$ cat src/rtl/fcpu_pkg.sv
// fcpu_pkg: shared CPU definitions (datapath widths, opcodes) plus the
// branch-predictor additions: FSM state type, in-flight queue entry and
// counter reset value.
package fcpu_pkg;

  localparam int DATA_W       = 32;
  localparam int INSTR_W      = 4;
  localparam int N_STATIONS_W = 2;

  localparam logic [INSTR_W-1:0] OP_NOP  = 4'h0;
  localparam logic [INSTR_W-1:0] OP_ADD  = 4'h1;
  localparam logic [INSTR_W-1:0] OP_SUB  = 4'h2;
  localparam logic [INSTR_W-1:0] OP_LD   = 4'h4;
  localparam logic [INSTR_W-1:0] OP_ST   = 4'h5;
  localparam logic [INSTR_W-1:0] OP_BEQ  = 4'h8;
  localparam logic [INSTR_W-1:0] OP_BLT  = 4'h9;
  localparam logic [INSTR_W-1:0] OP_JMP  = 4'hA;
  localparam logic [INSTR_W-1:0] OP_JMPR = 4'hB;

  typedef enum logic [1:0] {
    BP_IDLE,
    BP_FLUSH,
    BP_REDIRECT
  } bp_state_t;

  localparam logic [1:0] BP_CNT_INIT = 2'b01;

  // Entry index field is sized for the largest supported table; the
  // predictor stores its BHT_W-bit index zero-extended.
  localparam int BP_IDX_MAX_W = 16;

  typedef struct packed {
    logic [BP_IDX_MAX_W-1:0] idx;
    logic                    pred;
  } bp_entry_t;

  function automatic logic bp_is_cond(input logic [INSTR_W-1:0] op);
    return (op == OP_BEQ) || (op == OP_BLT);
  endfunction

endpackage

$ cat src/rtl/branch_predictor_counter_table.sv
// bp_counter_table: array of 2^BHT_W two-bit saturating counters.
//   clk, nrst   clock / asynchronous active-low reset (all counters -> BP_CNT_INIT)
//   rd_idx      query read index
//   rd_cnt      counter value at rd_idx (combinational, pre-update value)
//   upd_en      apply one saturating step this edge
//   upd_idx     counter to step
//   upd_taken   1: increment (sat at 3), 0: decrement (sat at 0)
module bp_counter_table
  import fcpu_pkg::*;
#(
  parameter int BHT_W = 6
) (
  input  logic             clk,
  input  logic             nrst,
  input  logic [BHT_W-1:0] rd_idx,
  output logic [1:0]       rd_cnt,
  input  logic             upd_en,
  input  logic [BHT_W-1:0] upd_idx,
  input  logic             upd_taken
);

  localparam int unsigned N_CNT = 1 << BHT_W;

  logic [1:0] cnt [N_CNT];

  assign rd_cnt = cnt[rd_idx];

  always_ff @(posedge clk or negedge nrst) begin
    if (!nrst) begin
      for (int unsigned i = 0; i < N_CNT; i++) begin
        cnt[i] <= BP_CNT_INIT;
      end
    end else if (upd_en) begin
      if (upd_taken && (cnt[upd_idx] != 2'b11)) begin
        cnt[upd_idx] <= cnt[upd_idx] + 2'b01;
      end else if (!upd_taken && (cnt[upd_idx] != 2'b00)) begin
        cnt[upd_idx] <= cnt[upd_idx] - 2'b01;
      end
    end
  end

endmodule

$ cat src/rtl/branch_predictor.sv
// branch_predictor: fetch-side BLT/BEQ direction predictor with commit-time
// training and miss recovery sequencing (flush, then redirect handshake).
//   clk, nrst         clock / asynchronous active-low reset
//   q_valid/q_ready   prediction query handshake
//   q_pc, q_opcode    queried instruction
//   q_taken           combinational guess (0 whenever q_ready=0)
//   commit_*          ROB commit report; pred_condition/true_condition/pred_miss
//                     from the branch unit
//   flush             registered clear for execution units / ROB
//   redirect_valid/_ready/_taken  fetch restart handshake and direction
//   bp_err            sticky protocol error (commit on empty queue, prediction
//                     mismatch, commit outside IDLE)
// Build option: BP_GSHARE_EN -- XOR a global history register into the index.
module branch_predictor
  import fcpu_pkg::*;
#(
  parameter int BHT_W        = 6,
  parameter int PC_SHIFT     = 0,
  parameter int FIFO_W       = N_STATIONS_W,
  parameter int FLUSH_CYCLES = 2,
  parameter int GHR_W        = 4
) (
  input  logic               clk,
  input  logic               nrst,
  input  logic               q_valid,
  input  logic [DATA_W-1:0]  q_pc,
  input  logic [INSTR_W-1:0] q_opcode,
  output logic               q_ready,
  output logic               q_taken,
  input  logic               commit_valid,
  input  logic [INSTR_W-1:0] commit_opcode,
  input  logic               pred_condition,
  input  logic               true_condition,
  input  logic               pred_miss,
  output logic               flush,
  output logic               redirect_valid,
  output logic               redirect_taken,
  input  logic               redirect_ready,
  output logic               bp_err
);

  localparam int unsigned DEPTH = 1 << FIFO_W;
  localparam int          FC_W  = (FLUSH_CYCLES > 1) ? $clog2(FLUSH_CYCLES) : 1;

  bp_state_t state, state_next;

  logic [FC_W-1:0]   fcnt;
  bp_entry_t         q_mem [DEPTH];
  logic [FIFO_W-1:0] wr_ptr, rd_ptr;
  logic [FIFO_W:0]   count;

  logic [BHT_W-1:0]  q_idx, upd_idx;
  logic [1:0]        rd_cnt;
  logic              upd_en, upd_taken;

  logic              in_idle, q_empty, q_full, q_is_cond, q_is_jmp;
  logic              push, pop, cm_cond, cm_jmpr, miss, err_set;
  bp_entry_t         head, new_entry;

`ifdef BP_GSHARE_EN
  logic [GHR_W-1:0] ghr;

  assign q_idx = q_pc[PC_SHIFT +: BHT_W] ^ BHT_W'(ghr);

  // Non-speculative history: only resolved conditional branches shift in.
  always_ff @(posedge clk or negedge nrst) begin
    if (!nrst) begin
      ghr <= '0;
    end else if (cm_cond) begin
      ghr <= {ghr[GHR_W-2:0], true_condition};
    end
  end
`else
  logic [7:0] unused_ghr_w;

  assign q_idx        = q_pc[PC_SHIFT +: BHT_W];
  assign unused_ghr_w = 8'(GHR_W);
`endif

  bp_counter_table #(
    .BHT_W (BHT_W)
  ) u_table (
    .clk       (clk),
    .nrst      (nrst),
    .rd_idx    (q_idx),
    .rd_cnt    (rd_cnt),
    .upd_en    (upd_en),
    .upd_idx   (upd_idx),
    .upd_taken (upd_taken)
  );

  assign in_idle   = (state == BP_IDLE);
  assign q_empty   = (count == '0);
  assign q_full    = (count == (FIFO_W+1)'(DEPTH));
  assign q_is_cond = bp_is_cond(q_opcode);
  assign q_is_jmp  = (q_opcode == OP_JMP) || (q_opcode == OP_JMPR);

  // Fullness is judged before any same-cycle pop.
  assign q_ready   = in_idle & ~q_full;
  assign q_taken   = q_ready & ((q_is_cond & rd_cnt[1]) | q_is_jmp);
  assign push      = q_valid & q_ready & q_is_cond;
  assign new_entry = '{idx: BP_IDX_MAX_W'(q_idx), pred: q_taken};

  assign head      = q_mem[rd_ptr];
  assign cm_cond   = commit_valid & in_idle & bp_is_cond(commit_opcode);
  assign cm_jmpr   = commit_valid & in_idle & (commit_opcode == OP_JMPR);
  assign pop       = cm_cond & ~q_empty;
  assign miss      = pred_miss & (cm_cond | cm_jmpr);
  assign err_set   = (cm_cond & q_empty)
                   | (pop & (head.pred != pred_condition))
                   | (commit_valid & ~in_idle);

  always_ff @(posedge clk or negedge nrst) begin
    if (!nrst) begin
      state <= BP_IDLE;
    end else begin
      state <= state_next;
    end
  end

  always_comb begin
    state_next = state;
    case (state)
      BP_IDLE:     if (miss) state_next = BP_FLUSH;
      BP_FLUSH:    if (fcnt == FC_W'(FLUSH_CYCLES - 1)) state_next = BP_REDIRECT;
      BP_REDIRECT: if (redirect_ready) state_next = BP_IDLE;
      default:     state_next = BP_IDLE;
    endcase
  end

  always_ff @(posedge clk or negedge nrst) begin
    if (!nrst) begin
      fcnt           <= '0;
      flush          <= 1'b0;
      redirect_valid <= 1'b0;
      redirect_taken <= 1'b0;
      bp_err         <= 1'b0;
      upd_en         <= 1'b0;
      upd_idx        <= '0;
      upd_taken      <= 1'b0;
    end else begin
      fcnt           <= (state == BP_FLUSH) ? fcnt + FC_W'(1) : '0;
      // Registered copies of the next-state decode keep these glitch-free.
      flush          <= (state_next == BP_FLUSH);
      redirect_valid <= (state_next == BP_REDIRECT);
      if (miss) begin
        redirect_taken <= cm_jmpr | true_condition;
      end
      if (err_set) begin
        bp_err <= 1'b1;
      end
      // Training lands one cycle after the pop, so same-cycle queries see the old count.
      upd_en    <= pop;
      upd_idx   <= head.idx[BHT_W-1:0];
      upd_taken <= true_condition;
    end
  end

  always_ff @(posedge clk or negedge nrst) begin
    if (!nrst) begin
      wr_ptr <= '0;
      rd_ptr <= '0;
      count  <= '0;
    end else if (miss) begin
      // Everything younger than the mispredicted branch is discarded.
      wr_ptr <= '0;
      rd_ptr <= '0;
      count  <= '0;
    end else begin
      if (push) wr_ptr <= wr_ptr + FIFO_W'(1);
      if (pop)  rd_ptr <= rd_ptr + FIFO_W'(1);
      count <= count + (FIFO_W+1)'(push) - (FIFO_W+1)'(pop);
    end
  end

  always_ff @(posedge clk) begin
    if (push) begin
      q_mem[wr_ptr] <= new_entry;
    end
  end

  logic unused_ok;
  assign unused_ok = ^{q_pc, head.idx};

endmodule

$ cat config.mk
export PLATFORM = sky130hd
export DESIGN_NAME = branch_predictor
export DESIGN_NICKNAME = d
export VERILOG_FILES = /design/src/rtl/fcpu_pkg.sv /design/src/rtl/branch_predictor_counter_table.sv /design/src/rtl/branch_predictor.sv
export SDC_FILE = /design/constraint.sdc
export NUM_CORES = 1
export LEC_CHECK = 0
export CORE_MARGIN = 3
export CORE_UTILIZATION = 46
export CTS_CLUSTER_SIZE = 30
export DETAILED_ROUTE_END_ITERATION = 16
export DONT_BUFFER_PORTS = 1
export PLACE_DENSITY_LB_ADDON = 0.05
export SYNTH_ARGS = -nofsm -noshare
export SYNTH_HDL_FRONTEND = slang
export SYNTH_HIERARCHICAL = 1
export SYNTH_SLANG_ARGS = --single-unit
$ cat constraint.sdc
create_clock -name clk -period 4.9 [get_ports clk]
set_input_delay 0.245 -clock clk [delete_from_list [all_inputs] [get_ports clk]]
set_output_delay 0.245 -clock clk [all_outputs]
set_load 0.05 [all_outputs]
==> results.ini <==
[job]
drv_cap = 0

[grt]
first_global_vias = 5839
number_of_antenna_violations_at_the_first_check_in_global_routing = 0
grt_pass1_wl_mm = 35.56
global_route.usage.total = 0.2168
grt_max_degree = 151
grt_remaining_overflow = 0

[pwr]
pleak_nw = 4.213
power.switching_fraction = 0.3917
pwr_density_cell_nw_per_um2 = 496.3
vdd_ir_drop_max_mv = 0.4936
power.clock.fraction = 0.262
switching_power_summed_over_all_nets_mw = 1.965
proportion_of_power_drawn_by_combinational_gates = 0.335
power.share.sequential = 0.403
cell_internal_pwr_mw = 3.051

[worst_setup_path]
crit_path_start_kind = register
timing.rr.end = u_table/cnt[119]
worst-path-max-fanout = 14
setup.worst_path.end_class = register
crit_start = upd_idx[1]
reg2reg_slack_ns = 0.45
setup.worst_path.end = u_table/cnt[119]
timing_worst_setup_path_type = register to register
crit-reg2reg-launch = upd_idx[1]
worst_path_arrival_time_ns = 4.77
required_ns = 5.22
rr_worst_depth = 14

[routing]
ant_nets = 0
detail_route.drc_violations = 0
first_iter_violations = 429
avgViaCountPerCell = 5.896
postRouteWirelength_mm = 22.30
drt_first_pass_iters = 5
routed_via_count = 5601
avgRoutedWirePerCell_microns = 23.47

[clock_tree]
post-cts-setup-buffer-count = 0
clkLatencyLatePin_ns = 0.43
cts.repair.resized = 0
postCtsHoldBufs = 12
clock_tree_root_driver_cell = sky130_fd_sc_hd__clkbuf_16
cts-buffers-inserted = 17
cts_num_sinks = 178
tritoncts = done
max-clock-path-buffers = 2
cts_max_level = 4
cts.reportedPaths.clkPinSlew_ns = 0.07

[timing]
clock_skew_ns = 0.009509
final_worst_setup_slack_ns = 0.4453
max_freq_mhz = 224.5
setup_total_negative_slack_ns = 0
report.final.hold_viol_count = 0
max_slew_margin = 0.2591
timing.final.crit_period_ns = 4.455
fraction_of_the_cycle_the_final_worst_path_needs = 0.9091
timing.final.setup_violations = 0
timing.hold.ws_ns = 0.04222
rsz0062_at_grt = false
worst-slew-pin-transition_ns = 1.111
final_max_tran_viols = 0

[cells_and_area]
final_net_count = 734
drive_above_1_share = 0.4623
n_fill_cell = 1568
area_delta_synth_final_pct = 12.45
diodes = 0

[run_status]
status = finished clean

[worst_hold_path]
timing.hold.worst.class = input port to register

[die]
core_area_sq_um = 18960
initial_utilization = 0.4741
floorplan.io_pins = 54
chipHeight_microns = 145.8
placementRows = 50
fp.dieW_microns = 145.8
design.die.area_sq_um = 21250

[place]
detailedPlace.worstSlack_ns = 0.5788
dpl.hpwl_mm = 15.18
finalWeightedCongestion = 0.8589
portBuffers = 0

[yosys]
yosys_warnings = 6
syn-cell-area_sq_um = 8986
avgSynthCellArea_sq_um = 13.70
synth_cells = 656
mappedNetlistNets = 713

[stage by stage]
step | instances | area [sq um] | util | power, mW
finish | 950 | 10100 | 0.5331 | 5.015
global route | 950 | 10100 | 0.5331 | 5.273
CTS | 950 | 10100 | 0.5331 | 5.035
detailed placement | 906 | 9400 | 0.4959 | 3.673
global placement | 906 | 9400 | 0.4959 | 3.653
floorplan | 656 | 8986 | - | 3.094
[worst min path at each step]
stage	from	end	depth (start not counted)
global placement	nrst	u_table/cnt[61]	0
finish	pred_miss	redirect_taken	2
CTS	pred_miss	redirect_taken	2
global route	pred_miss	redirect_taken	2
detailed placement	nrst	u_table/cnt[55]	0
floorplan	nrst	bp_err	0
[power groups by stage]
stage	combinational, mW	clock (mW)	sequential [mW]
after floorplan	1.22	0	1.87
after global placement	1.62	0	2.04
final	1.68	1.31	2.02
after CTS	1.67	1.34	2.02
after detailed placement	1.63	0	2.05
after global routing	1.81	1.41	2.05
[metal layers]
metal / routed length [microns] / part of all wire / vias up / GRT usage
li1: - / - / 2483 / -
met1: 10560 / 0.47 / 2950 / 0.3223
met2: 10530 / 0.47 / 143 / 0.3352
met3: 961 / 0.043 / 25 / 0.03457
met4: 250 / 0.011 / 0 / 0.05461
met5: 0 / 0 / - / 0
[final cells by class]
class	instances	area, sq um	area share
sequential	178	4676	0.4627
multi-input combinational	421	4063	0.4021
timing repair buffer	48	432.9	0.04284
clock buffer	17	425.4	0.04210
tap	260	325.3	0.03219
clock inverter	15	141.4	0.01399
inverter	11	41.29	0.004086
[critical path, stage by stage (launching register included)]
cell and delay, ns:
sky130_fd_sc_hd__dfrtp_1 0.64, sky130_fd_sc_hd__buf_4 0.33, sky130_fd_sc_hd__mux4_1 0.33, sky130_fd_sc_hd__mux2i_1 0.15, sky130_fd_sc_hd__o32ai_1 0.14, sky130_fd_sc_hd__or4_1 0.45, sky130_fd_sc_hd__or4_1 0.42, sky130_fd_sc_hd__ha_1 0.21
sky130_fd_sc_hd__mux2_2 0.29, sky130_fd_sc_hd__nor3b_1 0.18, sky130_fd_sc_hd__buf_4 0.16, sky130_fd_sc_hd__nand2_1 0.20, sky130_fd_sc_hd__buf_4 0.28, sky130_fd_sc_hd__nor2_1 0.18, sky130_fd_sc_hd__mux2_2 0.36
[cell usage in the layout, fill, tap and decap left out, drive strengths merged, types with 8 or more instances in the layout]
| master | instances |
|---|---|
| buf | 37 |
| nor2b | 8 |
| nor2 | 83 |
| clkinv | 9 |
| o21ai | 10 |
| mux2 | 138 |
| dfrtp | 86 |
| ha | 8 |
| inv | 17 |
| mux2i | 21 |
| dlygate4sd3 | 11 |
| nand2 | 12 |
| clkbuf | 17 |
| edfxtp | 28 |
| mux4 | 39 |
| dfstp | 64 |
Note: power is estimated with default switching activity, not from simulation.
